`src/rtl/track_pkg.sv`:
```
// Shared types and constants for the centroid tracking controller.
package track_pkg;
  typedef enum logic [1:0] {
    SEARCH  = 2'd0,
    ACQUIRE = 2'd1,
    TRACK   = 2'd2
  } track_state_t;

  localparam int FRAME_W      = 640;
  localparam int FRAME_H      = 480;
  localparam int DEF_CENTER_X = 320;
  localparam int DEF_CENTER_Y = 240;
endpackage

```
`src/rtl/coord_gate.sv`:
```
// Combinational frame-bounds and per-axis jump check of a captured centroid against a reference.
module coord_gate
  import track_pkg::*;
#(
  parameter int MAX_JUMP = 64
) (
  input  logic       i_cap_v,
  input  logic [9:0] i_cap_x,
  input  logic [8:0] i_cap_y,
  input  logic [9:0] i_ref_x,
  input  logic [8:0] i_ref_y,
  output logic       o_valid,
  output logic       o_near
);
  logic signed [10:0] w_dx;
  logic signed [9:0]  w_dy;
  logic [10:0]        w_adx;
  logic [9:0]         w_ady;

  // One extra bit so the difference cannot overflow before the abs.
  assign w_dx  = $signed({1'b0, i_cap_x}) - $signed({1'b0, i_ref_x});
  assign w_dy  = $signed({1'b0, i_cap_y}) - $signed({1'b0, i_ref_y});
  assign w_adx = w_dx[10] ? 11'(-w_dx) : 11'(w_dx);
  assign w_ady = w_dy[9]  ? 10'(-w_dy) : 10'(w_dy);

  assign o_valid = i_cap_v && (i_cap_x < 10'(FRAME_W)) && (i_cap_y < 9'(FRAME_H));
  assign o_near  = (w_adx <= 11'(MAX_JUMP)) && (w_ady <= 10'(MAX_JUMP));
endmodule

```
`src/rtl/centroid_track_ctrl.sv`:
```
// Per-frame acquire/track/lost controller turning raw centroids into stable tracked coordinates.
module centroid_track_ctrl
  import track_pkg::*;
#(
  parameter int ACQ_FRAMES  = 3,
  parameter int LOST_FRAMES = 15,
  parameter int MAX_JUMP    = 64,
  parameter int CENTER_X    = DEF_CENTER_X,
  parameter int CENTER_Y    = DEF_CENTER_Y
) (
  input  logic       clk,
  input  logic       rst,
  input  logic       frame_end,
  input  logic       cent_val,
  input  logic [9:0] cent_x,
  input  logic [8:0] cent_y,
  output logic [9:0] coord_x,
  output logic [8:0] coord_y,
  output logic       coord_upd,
  output logic       locked,
  output logic [1:0] state
);
  localparam logic [3:0] ACQ_T  = 4'(ACQ_FRAMES);
  localparam logic [7:0] LOST_T = 8'(LOST_FRAMES);
  localparam logic [9:0] CX     = 10'(CENTER_X);
  localparam logic [8:0] CY     = 9'(CENTER_Y);

  track_state_t r_state, w_nxt_state;
  logic       r_cap_v;
  logic [9:0] r_cap_x, r_cand_x, r_x, w_nxt_cand_x, w_nxt_x;
  logic [8:0] r_cap_y, r_cand_y, r_y, w_nxt_cand_y, w_nxt_y;
  logic [3:0] r_acq, w_nxt_acq, w_acq_inc;
  logic [7:0] r_miss, w_nxt_miss, w_miss_inc;
  logic       r_upd, w_nxt_upd;

  logic       w_cap_v;
  logic [9:0] w_cap_x, w_ref_x;
  logic [8:0] w_cap_y, w_ref_y;
  logic       w_valid, w_near, w_hit;

  // A centroid arriving with frame_end still belongs to the ending frame.
  assign w_cap_v = r_cap_v | cent_val;
  assign w_cap_x = r_cap_v ? r_cap_x : cent_x;
  assign w_cap_y = r_cap_v ? r_cap_y : cent_y;
  assign w_ref_x = (r_state == TRACK) ? r_x : r_cand_x;
  assign w_ref_y = (r_state == TRACK) ? r_y : r_cand_y;

  coord_gate #(.MAX_JUMP(MAX_JUMP)) u_gate (
    .i_cap_v (w_cap_v),
    .i_cap_x (w_cap_x),
    .i_cap_y (w_cap_y),
    .i_ref_x (w_ref_x),
    .i_ref_y (w_ref_y),
    .o_valid (w_valid),
    .o_near  (w_near)
  );

  assign w_hit      = w_valid && w_near;
  assign w_acq_inc  = (r_acq  == 4'hF)  ? r_acq  : r_acq + 4'd1;
  assign w_miss_inc = (r_miss == 8'hFF) ? r_miss : r_miss + 8'd1;

  always_ff @(posedge clk) begin
    if (rst) begin
      r_cap_v <= 1'b0;
      r_cap_x <= '0;
      r_cap_y <= '0;
    end else if (frame_end) begin
      r_cap_v <= 1'b0;
    end else if (cent_val && !r_cap_v) begin
      r_cap_v <= 1'b1;
      r_cap_x <= cent_x;
      r_cap_y <= cent_y;
    end
  end

  always_ff @(posedge clk) begin
    if (rst) begin
      r_state  <= SEARCH;
      r_acq    <= '0;
      r_miss   <= '0;
      r_cand_x <= '0;
      r_cand_y <= '0;
      r_x      <= CX;
      r_y      <= CY;
      r_upd    <= 1'b0;
    end else begin
      r_upd <= 1'b0;
      if (frame_end) begin
        r_state  <= w_nxt_state;
        r_acq    <= w_nxt_acq;
        r_miss   <= w_nxt_miss;
        r_cand_x <= w_nxt_cand_x;
        r_cand_y <= w_nxt_cand_y;
        r_x      <= w_nxt_x;
        r_y      <= w_nxt_y;
        r_upd    <= w_nxt_upd;
      end
    end
  end

  always_comb begin
    w_nxt_state  = r_state;
    w_nxt_acq    = r_acq;
    w_nxt_miss   = r_miss;
    w_nxt_cand_x = r_cand_x;
    w_nxt_cand_y = r_cand_y;
    w_nxt_x      = r_x;
    w_nxt_y      = r_y;
    w_nxt_upd    = 1'b0;
    unique case (r_state)
      SEARCH: begin
        if (w_valid) begin
          w_nxt_cand_x = w_cap_x;
          w_nxt_cand_y = w_cap_y;
          w_nxt_acq    = 4'd1;
          if (ACQ_T <= 4'd1) begin
            w_nxt_state = TRACK;
            w_nxt_x     = w_cap_x;
            w_nxt_y     = w_cap_y;
            w_nxt_upd   = 1'b1;
            w_nxt_miss  = '0;
          end else begin
            w_nxt_state = ACQUIRE;
          end
        end
      end
      ACQUIRE: begin
        if (w_hit) begin
          w_nxt_cand_x = w_cap_x;
          w_nxt_cand_y = w_cap_y;
          w_nxt_acq    = w_acq_inc;
          if (w_acq_inc >= ACQ_T) begin
            w_nxt_state = TRACK;
            w_nxt_x     = w_cap_x;
            w_nxt_y     = w_cap_y;
            w_nxt_upd   = 1'b1;
            w_nxt_miss  = '0;
          end
        end else begin
          w_nxt_state = SEARCH;
          w_nxt_acq   = '0;
        end
      end
      TRACK: begin
        if (w_hit) begin
          w_nxt_x    = w_cap_x;
          w_nxt_y    = w_cap_y;
          w_nxt_upd  = 1'b1;
          w_nxt_miss = '0;
        end else if (w_miss_inc >= LOST_T) begin
          w_nxt_state = SEARCH;
          w_nxt_x     = CX;
          w_nxt_y     = CY;
          w_nxt_upd   = 1'b1;
          w_nxt_miss  = '0;
          w_nxt_acq   = '0;
        end else begin
          w_nxt_miss = w_miss_inc;
        end
      end
      default: begin
        w_nxt_state = SEARCH;
        w_nxt_acq   = '0;
        w_nxt_miss  = '0;
        w_nxt_x     = CX;
        w_nxt_y     = CY;
      end
    endcase
  end

  assign coord_x   = r_x;
  assign coord_y   = r_y;
  assign coord_upd = r_upd;
  assign locked    = (r_state == TRACK);
  assign state     = r_state;
endmodule

```
`config.mk`:
```
export PLATFORM = sky130hd
export DESIGN_NAME = centroid_track_ctrl
export DESIGN_NICKNAME = d
export VERILOG_FILES = /design/src/rtl/track_pkg.sv /design/src/rtl/coord_gate.sv /design/src/rtl/centroid_track_ctrl.sv
export SDC_FILE = /design/constraint.sdc
export NUM_CORES = 1
export LEC_CHECK = 0
export CAP_MARGIN = 20
export CORE_MARGIN = 1.5
export CORE_UTILIZATION = 59
export DETAILED_ROUTE_END_ITERATION = 8
export PLACE_DENSITY = 0.92
export SLEW_MARGIN = 20
export SYNTH_ARGS = -nofsm -noshare
export SYNTH_HDL_FRONTEND = slang
export SYNTH_SLANG_ARGS = --single-unit
```
`constraint.sdc`:
```
create_clock -name clk -period 6.85 [get_ports clk]
set_input_delay 1.0275 -clock clk [delete_from_list [all_inputs] [get_ports clk]]
set_output_delay 1.0275 -clock clk [all_outputs]
set_load 0.005 [all_outputs]
```
==> summary.md <==
| Metric | Value |
|---|---|
| Status | complete, no violations |
| Critical path class | reg -> reg |
| DRC | 0 |
| Worst setup path end | coord_y[1] |
| Slew HR | 0.465 |
| WP data required | 7.11 ns |
| Compound-Gate Fraction of Synth Area | 0.193 |
| Iteration-0 DRC count of the detailed router | 451 |
| Drt pass-1 iters | 5 |
| Routed wire length | 12700 microns |
| Mapped Avg Cell Area | 8.48 sq um |
| Dpl cells | 718 |
| Hold Crit Class | reg -> reg |
| Ys flop type | dfxtp_1 |
| # H-tree levels | 3 |
| Final Non-Filler Cells | 733 |
| Minimum clock period after layout | 5.48 ns |
| Met3 routed WL | 897 microns |
| Maximum clock insertion buffer count | 2 |
| Synthesized instance count | 593 |
| CP endpoint kind | flop |
| Fin crit share | 0.801 |
| CTS clk-pin slew, worst paths | 0.08 ns |
| Post-synthesis sequential area ratio | 0.290 |
| Area of the die | 0.00909 sq mm |
| R2r endpoint | coord_y[1] |
| Routed vias/inst | 6.24 |
| Clock power share | 0.300 |
| Post-Syn Area | 0.00503 sq mm |
| I/O pin cnt | 46 |
| Sw frac | 0.338 |
| Final Net Count | 672 |
| CP max FO | 16 |
| Post-CTS Hold Fix Bufs | 0 |
| First-pass GRT wire length | 20500 microns |
| Initial antenna violation count | 0 |
| Adder-cell share of the synthesized area | 0.0659 |
| Critical path origin | state[0] |
| Flop pwr share | 0.372 |
| Clk root buf | clkbuf_8 |
| Area Growth Syn to Fin | 12.9% |
| Pre-CTS setup slack | 1.07 ns |
| Most common cell after layout, fill and taps aside | nand2_1 |
| Post-synth top area share | 0.290 |
| Num CTS Buffers | 9 |
| Fin Clk Skew | 0.00864 ns |
| Xor and xnor area share after synthesis | 0.0291 |
| M1 wire length | 5580 microns |
| Leak Pwr | 2.24 nW |
| Endpoints failing hold | 0 |
| Gr usage total | 0.287 |
| Ratio of cells with drive above 1 in the final layout | 0.118 |
| Fmax | 0.182 GHz |
| Register-to-register setup slack | 1.37 ns |
| Startpoint types | flop |
| Die X | 95.3 microns |
| Fin util | 0.688 |
| RSZ-0062 raised after global routing | false |
| Most frequent cells in the layout | 85 x nand2_1, 73 x dfxtp_1, 57 x mux2i_1 |
| CTS resizes | 0 |
| Hold slack | 0.457 ns |
| Num Clock Sinks | 73 |
| Core area | 0.00826 sq mm |
| Postcts setup bufs | 0 |
| Comb pwr share | 0.329 |
| PwrDens | 213 mW/mm^2 |
| Synth area leaders | dfxtp_1 29%, mux2i_1 11%, nand2_1 6.3% |
| Worst-skew pair later-pin latency | 0.35 ns |
| CTS tree | yes |
| Routed length on met2 | 5980 microns |
| Via count | 4575 |
| PortBufs | 45 |
| Endpoints failing setup | 0 |
| Synth warnings | 0 |
| Cells on worst reg2reg path | 18 |
| WL/cell | 17.4 microns |
| Post-synthesis simple-gate area fraction | 0.201 |
| Die Ht | 95.3 microns |
| Diode count | 0 |
| Vias in the first global route | 4273 |
| Worst VDD drop | 0.143 mV |
| Max-cap viol count | 0 |
| Top Metal Used | met4 |
| P_int | 0.000802 W |
| Synth Net Count | 641 |
| Final Wtd Congestion | 0.918 |
| Largest net degree at the start of global routing | 61 |
| FF+latch count, synth | 73 |
| EDFF count, synth | 0 |
| Final WS setup | 1.37 ns |
| Synth unique cells | 77 |
| Final slew viol count | 0 |
| Mux contribution to synthesized area | 0.170 |
| Initial Util | 0.609 |
| Final HPWL DP | 8940 microns |
| Largest family of logic cells by synthesized area | simple AND/OR/NAND/NOR gates |
| Async SR Flop Fraction | 0 |
| NetSw | 0.000409 W |
| GRT Residual Overflow | 0 |
| Crit path arrival time | 5.75 ns |
| Setup Total Neg Slack | 0 ns |
| # rows | 33 |
| Worst slew pin tran | 0.802 ns |
| Reg2Reg Launch Point | state[0] |
| Dominant cell type by area after synthesis | dfxtp_1 |
| Final ANT Viol Nets | 0 |
==> per-layer routing <==
layer  GRT usage  vias to the layer above
met1       0.374                     2136
li1            -                     2197
met2       0.478                      207
met4       0.107                        0
met5           0                        -
met3      0.0415                       35
==> logic make-up (layout without fill, tap and decap cells) <==
group,count (synthesis),in the layout
fa+ha+maj,26,26
flops,73,73
buf+inv,48,83
compound gates,138,138
mux,80,80
xor+xnor,15,15
simple gates,213,213
==> how the worst min path moves through the flow <==
stage | from | endpoint | cells past startpoint
after floorplan | r_cap_x[0] | r_cap_x[0] | 2
after global placement | r_cap_x[0] | r_cap_x[0] | 2
after detailed placement | r_cap_y[3] | r_cap_y[3] | 2
after CTS | r_cap_y[3] | r_cap_y[3] | 2
after global routing | r_cap_x[3] | r_cap_x[3] | 2
final | r_cap_y[3] | r_cap_y[3] | 2
==> critical path, cell delays in order, from the launching register on <==
cell and delay, ns:
dfxtp_1 0.34, inv_1 0.11, ha_1 0.70, buf_4 0.31, mux2_2 0.17, ha_1 0.15
inv_1 0.05, fa_1 0.43, a21o_1 0.22, nor4_1 0.29, o211ai_2 0.15, o31ai_4 0.12
o21ai_0 0.18, and3_1 0.23, a2111oi_2 0.32, and4_1 0.63, a32o_1 0.66, nand2_1 0.14
mux2i_1 0.19
==> registers in the layout (all words and copies together), names as in the netlist <==
name / cells
r_cand_y: 9
r_miss: 8
r_cap_v: 1
r_cand_x: 10
r_cap_x: 10
coord_x: 10
state: 2
coord_upd: 1
r_acq: 4
coord_y: 9
r_cap_y: 9
==> cells in the mapped netlist, types with 3 or more instances <==
cell type   n
a211oi_1    4
a21o_1      7
a21oi_1    56
a21oi_2     4
a31oi_1     7
a32o_1      3
and2_1      3
and3_1      8
and4_1      3
buf_2       3
buf_6       8
clkbuf_1   16
dfxtp_1    73
ha_1       24
inv_1      16
mux2_2     20
mux2i_1    57
nand2_1    85
nand2b_1    4
nand3_1     8
nand3b_1    3
nand4_1     4
nor2_1     54
nor2b_1     4
nor3_1     17
nor3b_1     5
o211ai_1    4
o211ai_2    3
o21a_1      4
o21ai_0    10
o21ai_1     4
o31ai_1     3
xnor2_1     8
xor2_1      5
==> power groups by stage <==
| stage | Clock [W] | Combinational (W) | Sequential (W) |
|---|---|---|---|
| after floorplan | 0 | 0.000314 | 0.000457 |
| after global placement | 0 | 0.000376 | 0.000459 |
| after detailed placement | 0 | 0.000386 | 0.000460 |
| after CTS | 0.000363 | 0.000391 | 0.000450 |
| after global routing | 0.000383 | 0.000430 | 0.000452 |
| final | 0.000363 | 0.000398 | 0.000450 |
==> stage by stage <==
stage / instance area [sq um] / total power [W]
finish: 5680 / 0.00121
global route: 5680 / 0.00126
CTS: 5680 / 0.00120
detailed placement: 5470 / 0.000846
global placement: 5470 / 0.000835
floorplan: 5030 / 0.000771
==> area by class of cell <==
type | instances | area, sq um
Fill cell | 606 | 2580
Multi-Input combinational cell | 472 | 3320
Inverter | 17 | 63.8
Clock buffer | 9 | 124
Clock inverter | 6 | 83.8
Sequential cell | 73 | 1460
Timing Repair Buffer | 51 | 490
Tap cell | 105 | 131
No activity file was read; power rests on OpenSTA's default activity.
